## src/rtl/fsm_table_pkg.sv

```systemverilog
// Shared types and helpers for the table-driven Moore FSM core (fsm_table).
// The optional timeout path is enabled with FSM_TIMEOUT_EN.
package fsm_table_pkg;

  localparam int RULE_VEC_MAX   = 256;
  localparam int RULE_FIELD_MAX = 32;

  // All-ones ceiling; users truncate it to their own dwell width.
  localparam logic [63:0] DWELL_MAX = '1;

  typedef enum logic [1:0] {
    SRC_FALLBACK,
    SRC_RULE,
    SRC_TIMEOUT
  } ns_src_e;

  function automatic logic [RULE_FIELD_MAX-1:0] rule_field(
    input logic [RULE_VEC_MAX-1:0] vec,
    input int unsigned             idx,
    input int unsigned             w
  );
    logic [RULE_VEC_MAX-1:0] mask;
    mask = (RULE_VEC_MAX'(1) << w) - RULE_VEC_MAX'(1);
    return RULE_FIELD_MAX'((vec >> (idx * w)) & mask);
  endfunction

endpackage

```

## src/rtl/fsm_table_next_state.sv

```systemverilog
// Combinational next-state logic: prioritised rule match, optional timeout, fallback.
// Timeout inputs/select exist only when FSM_TIMEOUT_EN is defined.
module fsm_table_next_state
  import fsm_table_pkg::*;
#(
  parameter int STATE_W      = 4,
  parameter int NUM_RULES    = 2,
`ifdef FSM_TIMEOUT_EN
  parameter int DWELL_W      = 8,
`endif
  parameter int DEFAULT_HOLD = 0
) (
  input  logic [STATE_W-1:0]           state_i,
  input  logic [STATE_W-1:0]           default_state_i,
  input  logic [NUM_RULES*STATE_W-1:0] rule_from_i,
  input  logic [NUM_RULES*STATE_W-1:0] rule_to_i,
  input  logic [NUM_RULES-1:0]         rule_cond_i,
`ifdef FSM_TIMEOUT_EN
  input  logic [DWELL_W-1:0]           dwell_i,
  input  logic [DWELL_W-1:0]           timeout_limit_i,
  input  logic [STATE_W-1:0]           timeout_state_i,
  output logic                         timeout_sel_o,
`endif
  output logic [STATE_W-1:0]           next_state_o,
  output logic [NUM_RULES-1:0]         rule_hit_o
);

  logic [RULE_VEC_MAX-1:0] from_ext;
  logic [RULE_VEC_MAX-1:0] to_ext;
  logic [NUM_RULES-1:0]    match;
  logic [STATE_W-1:0]      to_f [NUM_RULES];
  logic [STATE_W-1:0]      rule_tgt;
  logic [STATE_W-1:0]      fallback;
  ns_src_e                 src;

  assign from_ext = RULE_VEC_MAX'(rule_from_i);
  assign to_ext   = RULE_VEC_MAX'(rule_to_i);

  for (genvar gi = 0; gi < NUM_RULES; gi++) begin : g_rule
    logic [STATE_W-1:0] from_f;
    assign from_f    = STATE_W'(rule_field(from_ext, gi, STATE_W));
    assign to_f[gi]  = STATE_W'(rule_field(to_ext, gi, STATE_W));
    assign match[gi] = (state_i == from_f) && rule_cond_i[gi];
  end

  // Isolate the lowest set bit: lowest-index rule wins.
  assign rule_hit_o = match & (~match + NUM_RULES'(1));
  assign fallback   = (DEFAULT_HOLD != 0) ? state_i : default_state_i;

  always_comb begin
    rule_tgt = '0;
    for (int i = 0; i < NUM_RULES; i++) begin
      if (rule_hit_o[i]) rule_tgt = rule_tgt | to_f[i];
    end
  end

  always_comb begin
    src = SRC_FALLBACK;
    if (|match) begin
      src = SRC_RULE;
    end
`ifdef FSM_TIMEOUT_EN
    else if ((timeout_limit_i != '0) && (dwell_i >= timeout_limit_i)) begin
      src = SRC_TIMEOUT;
    end
`endif
  end

  always_comb begin
    next_state_o = fallback;
    case (src)
      SRC_RULE:    next_state_o = rule_tgt;
`ifdef FSM_TIMEOUT_EN
      SRC_TIMEOUT: next_state_o = timeout_state_i;
`endif
      default:     next_state_o = fallback;
    endcase
  end

`ifdef FSM_TIMEOUT_EN
  assign timeout_sel_o = (src == SRC_TIMEOUT);
`endif

endmodule

```

## src/rtl/fsm_table.sv

```systemverilog
// Table-driven Moore FSM core: state/prev_state/transition/dwell registers.
// Define FSM_TIMEOUT_EN to add the dwell timeout inputs and timeout_flag output.
module fsm_table
  import fsm_table_pkg::*;
#(
  parameter int                 STATE_W      = 4,
  parameter int                 NUM_RULES    = 2,
  parameter logic [STATE_W-1:0] RESET_STATE  = 4'hb,
  parameter int                 DEFAULT_HOLD = 0,
  parameter int                 DWELL_W      = 8
) (
  input  logic                         clock_port,
  input  logic                         reset_port,
  input  logic                         enable,
  input  logic [STATE_W-1:0]           default_state,
  input  logic [NUM_RULES*STATE_W-1:0] rule_from,
  input  logic [NUM_RULES*STATE_W-1:0] rule_to,
  input  logic [NUM_RULES-1:0]         rule_cond,
`ifdef FSM_TIMEOUT_EN
  input  logic [DWELL_W-1:0]           timeout_limit,
  input  logic [STATE_W-1:0]           timeout_state,
  output logic                         timeout_flag,
`endif
  output logic [STATE_W-1:0]           state,
  output logic [STATE_W-1:0]           next_state,
  output logic [STATE_W-1:0]           prev_state,
  output logic                         transition,
  output logic [NUM_RULES-1:0]         rule_hit,
  output logic [DWELL_W-1:0]           dwell
);

  localparam logic [DWELL_W-1:0] DWELL_SAT = DWELL_W'(DWELL_MAX);

  logic [STATE_W-1:0] state_q, state_d;
  logic [STATE_W-1:0] prev_q, prev_d;
  logic               trans_q, trans_d;
  logic [DWELL_W-1:0] dwell_q, dwell_d;
  logic               tsel;

  fsm_table_next_state #(
    .STATE_W      (STATE_W),
    .NUM_RULES    (NUM_RULES),
`ifdef FSM_TIMEOUT_EN
    .DWELL_W      (DWELL_W),
`endif
    .DEFAULT_HOLD (DEFAULT_HOLD)
  ) u_next (
    .state_i         (state_q),
    .default_state_i (default_state),
    .rule_from_i     (rule_from),
    .rule_to_i       (rule_to),
    .rule_cond_i     (rule_cond),
`ifdef FSM_TIMEOUT_EN
    .dwell_i         (dwell_q),
    .timeout_limit_i (timeout_limit),
    .timeout_state_i (timeout_state),
    .timeout_sel_o   (tsel),
`endif
    .next_state_o    (next_state),
    .rule_hit_o      (rule_hit)
  );

`ifndef FSM_TIMEOUT_EN
  assign tsel = 1'b0;
`endif

  // A self-loop is "no change": dwell keeps counting and no pulse is raised.
  always_comb begin
    state_d = state_q;
    prev_d  = prev_q;
    trans_d = 1'b0;
    dwell_d = dwell_q;
    if (enable) begin
      state_d = next_state;
      if (next_state != state_q) begin
        prev_d  = state_q;
        trans_d = 1'b1;
        dwell_d = '0;
      end else if (dwell_q != DWELL_SAT) begin
        dwell_d = dwell_q + DWELL_W'(1);
      end
    end
  end

  always_ff @(posedge clock_port or negedge reset_port) begin
    if (!reset_port) begin
      state_q <= RESET_STATE;
      prev_q  <= RESET_STATE;
      trans_q <= 1'b0;
      dwell_q <= '0;
    end else begin
      state_q <= state_d;
      prev_q  <= prev_d;
      trans_q <= trans_d;
      dwell_q <= dwell_d;
    end
  end

`ifdef FSM_TIMEOUT_EN
  logic tflag_q;
  always_ff @(posedge clock_port or negedge reset_port) begin
    if (!reset_port) tflag_q <= 1'b0;
    else             tflag_q <= enable && tsel;
  end
  assign timeout_flag = tflag_q;
`else
  logic unused_tsel;
  assign unused_tsel = tsel;
`endif

  assign state      = state_q;
  assign prev_state = prev_q;
  assign transition = trans_q;
  assign dwell      = dwell_q;

endmodule

```

## config.mk

```make
export PLATFORM = sky130hd
export DESIGN_NAME = fsm_table
export DESIGN_NICKNAME = d
export VERILOG_FILES = /design/src/rtl/fsm_table_pkg.sv /design/src/rtl/fsm_table_next_state.sv /design/src/rtl/fsm_table.sv
export SDC_FILE = /design/constraint.sdc
export NUM_CORES = 1
export LEC_CHECK = 0
export CAP_MARGIN = 20
export CORE_MARGIN = 2
export CORE_UTILIZATION = 28
export CTS_BUF_LIST = sky130_fd_sc_hd__clkbuf_4
export CTS_CLUSTER_SIZE = 30
export DETAILED_ROUTE_END_ITERATION = 8
export DONT_BUFFER_PORTS = 1
export HOLD_SLACK_MARGIN = 0.08
export PLACE_DENSITY = 0.51
export SLEW_MARGIN = 20
export SYNTH_ARGS = -nofsm -noshare
export SYNTH_HDL_FRONTEND = slang
export SYNTH_SLANG_ARGS = --single-unit
```

## constraint.sdc

```tcl
create_clock -name clock_port -period 3.7 [get_ports clock_port]
set_input_delay 0.74 -clock clock_port [delete_from_list [all_inputs] [get_ports clock_port]]
set_output_delay 0.74 -clock clock_port [all_outputs]
set_load 0.01 [all_outputs]
```

==> metrics.md <==
| Metric | Value |
|---|---|
| Outcome | `complete, no violations` |
| Largest net degree at the start of global routing | `18` |
| Worst EP arrival | `3.01 ns` |
| Leakage | `0.4326 nW` |
| Post-DP Area | `1141 um2` |
| Final Cycle Share | `0.7658` |
| Initial Util | `0.2960` |
| Count of different cell masters after synthesis | `39` |
| Gpl congestion | `0.7425` |
| Post-CTS Resized | `0` |
| Final instance area | `1169 um2` |
| FILL cells | `394` |
| Worst Setup End Kind | `flip-flop` |
| Worst-path clk slew | `0.10 ns` |
| Place WS | `0.6848 ns` |
| Peak VDD IR | `0.1519 mV` |
| CTS tree | `yes` |
| Die width | `66.67 um` |
| Antenna violations before repair | `0` |
| Chip height | `66.67 um` |
| Max FO, Critical Path | `9` |
| Clk root buf | `clkbuf_4` |
| DR iter-0 viols | `21` |
| Achievable frequency | `352.9 MHz` |
| Post-route worst setup slack | `0.8667 ns` |
| Post-synth EDFFs | `0` |
| Final Setup Violations | `0` |
| Post-Syn Area | `1100 um2` |
| Core Util, Final | `0.3145` |
| Number of synthesized register bits | `17` |
| Final Max Tran Viols | `0` |
| # nets final | `133` |
| Async S/R FF share, synth | `1.000` |
| Pwr/cell area | `435.7 nW/um2` |
| Commonest non-fill, non-tap cell in the layout | `dfrtp_1` |
| Num rows | `22` |
| CP Launch Type | `flip-flop` |
| Mean post-synth cell area | `10.58 um2` |
| Hold buffers post-CTS | `0` |
| Vias | `828` |
| Max-slew headroom | `0.5933` |
| First-pass GRT wire length | `3.981 mm` |
| Commonest cells after routing, fill and taps aside | `dfrtp_1 (11), xnor2_1 (7), dfstp_2 (6)` |
| Mapped Cells | `104` |
| Primary FF master, synth | `dfrtp_1` |
| Layout Cells excl Fill | `154` |
| Setup Buffers After CTS | `0` |
| Max Buffers Root-to-Sink | `2` |
| Antenna viol nets, final | `0` |
| Min Tclk post-route | `2.833 ns` |
| DR WL/cell | `15.67 um` |
| Slowest CP cell | `dfstp_2` |
| Vias in the first global route | `838` |
| Max Cap Viol | `0` |
| Total Routed Length | `2.413 mm` |
| Slew of the pin with the lowest slew margin | `0.6037 ns` |
| Sequential area share after synthesis | `0.3936` |
| CP max stage delay | `0.66 ns` |
| Synth warnings | `0` |
| Worst hold path class | `in2async` |
| Die ar. | `4445 um2` |
| Placed Cells | `150` |
| Unrepaired setup endpoints after global routing | `false` |
| ANT cells | `0` |
| Num Clock Sinks | `17` |
| Syn_nets | `130` |
| Worst clock skew | `0.0008333 ns` |
| Worst Setup Path Type | `reg2reg` |
| Worst path cell trace | `nor2b_1 -> a2111o_1 -> or2_4 -> a31oi_2 -> xnor2_1 -> nand4_4 -> and2_4 -> mux2_4` |
| Vias per inst | `5.377` |
| I/O Buffers | `0` |
| Core Area | `3716 um2` |
| Worst-Skew Late Latency | `0.28 ns` |
| Number of I/O pins | `48` |
| Drt pass-1 iters | `4` |
| Total global-route track usage | `0.1181` |
| Grt total ovfl | `0` |
| Htree depth | `1` |
| Setup TNS | `0 ns` |
| Crit path required time | `3.88 ns` |
| DRC errors left | `0` |
| Detailed-placement wirelength estimate | `1.922 mm` |
| Hold Vio Cnt, Final | `0` |
| Area grow syn2layout | `6.257%` |
| CTS buffer count | `3` |
| Share of layout cells above drive strength 1 | `0.2547` |
[path summary, 6_finish.rpt]
path / startpoint / end / slack, ns / cells past startpoint
worst max-delay path: state[3]$_DFFE_PN1P_ / prev_state[2]$_DFFE_PN0P_ / 0.87 / 8
worst min-delay path: reset_port / dwell[1]$_DFFE_PN0P_ / 0.14 / 0
worst max register to register: state[3]$_DFFE_PN1P_ / prev_state[2]$_DFFE_PN0P_ / 0.87 / 8
worst min register to register: prev_state[2]$_DFFE_PN0P_ / prev_state[2]$_DFFE_PN0P_ / 0.61 / 1
max in group asynchronous: reset_port / state[3]$_DFFE_PN1P_ / 3.39 / 0
min in group clock_port: enable / dwell[7]$_DFFE_PN0P_ / 0.53 / 1
[report_power, final]
| part | switching [mW] | leakage (nW) | internal, mW | total [mW] |
|---|---|---|---|---|
| combinational | 0.0664 | 0.205 | 0.0706 | 0.137 |
| clock | 0.0568 | 0.0177 | 0.0401 | 0.0968 |
| sequential | 0.0506 | 0.210 | 0.225 | 0.275 |
[per-layer routing]
metal | vias to the layer above | global-route usage | routed length [um]
met5 | - | 0 | 0
met4 | 0 | 0.04592 | 18
met3 | 2 | 0.03378 | 231
met2 | 44 | 0.1925 | 1134
met1 | 387 | 0.1463 | 1029
li1 | 395 | - | -
[cells in the mapped netlist (all sizes together), types with 2 or more instances]
| cell type | number | area, um2 |
|---|---|---|
| nor3 | 6 | 35.03 |
| mux2 | 8 | 105.1 |
| o21ai | 7 | 35.03 |
| dfrtp | 11 | 275.3 |
| xnor2 | 8 | 77.58 |
| a21oi | 5 | 25.02 |
| nor2b | 2 | 12.51 |
| nand2b | 2 | 12.51 |
| xor2 | 2 | 17.52 |
| nand4 | 6 | 52.55 |
| inv | 5 | 18.77 |
| a31o | 3 | 26.28 |
| nand2 | 5 | 18.77 |
| and3 | 2 | 12.51 |
| dfstp | 6 | 157.7 |
| nand3 | 4 | 20.02 |
| nor2 | 3 | 11.26 |
| a31oi | 4 | 58.81 |
[critical path, delay by kind of cell, from the launching register on]
| kind | cells | cell delay, ns |
|---|---|---|
| simple gates | 4 | 0.80 |
| compound gates | 2 | 0.75 |
| flops | 1 | 0.66 |
| mux | 1 | 0.30 |
| xor+xnor | 1 | 0.21 |
[per-stage QoR]
step,hold WS [ns],power (mW)
after floorplan,0.4444,0.3932
after global placement,0.4450,0.4170
after detailed placement,0.4450,0.4199
after CTS,0.1241,0.5189
after global routing,0.1054,0.5471
final,0.1370,0.5092
[kinds of logic (layout without fill, tap and decap cells)]
kind of cell / Yosys count / count (layout) / synth area share
flops: 17 / 17 / 0.3936
xor+xnor: 10 / 10 / 0.08647
mux: 8 / 8 / 0.09556
compound gates: 27 / 27 / 0.1923
fa+ha+maj: 1 / 1 / 0.01137
simple gates: 34 / 34 / 0.1866
buf+inv: 7 / 9 / 0.03412
[state kept, by name, indices dropped and copies added, names as in the netlist]
signal      flops
dwell           8
prev_state      4
state           4
transition      1
[area by class of cell]
cell class / count / area [um2] / share of cell area
Multi-Input combinational cell: 80 / 629.4 / 0.5385
Sequential cell: 17 / 432.9 / 0.3704
Tap cell: 48 / 60.06 / 0.05139
Clock buffer: 3 / 22.52 / 0.01927
Inverter: 5 / 18.77 / 0.01606
Clock inverter: 1 / 5.005 / 0.004283
No activity file was read; power rests on OpenSTA's default activity.
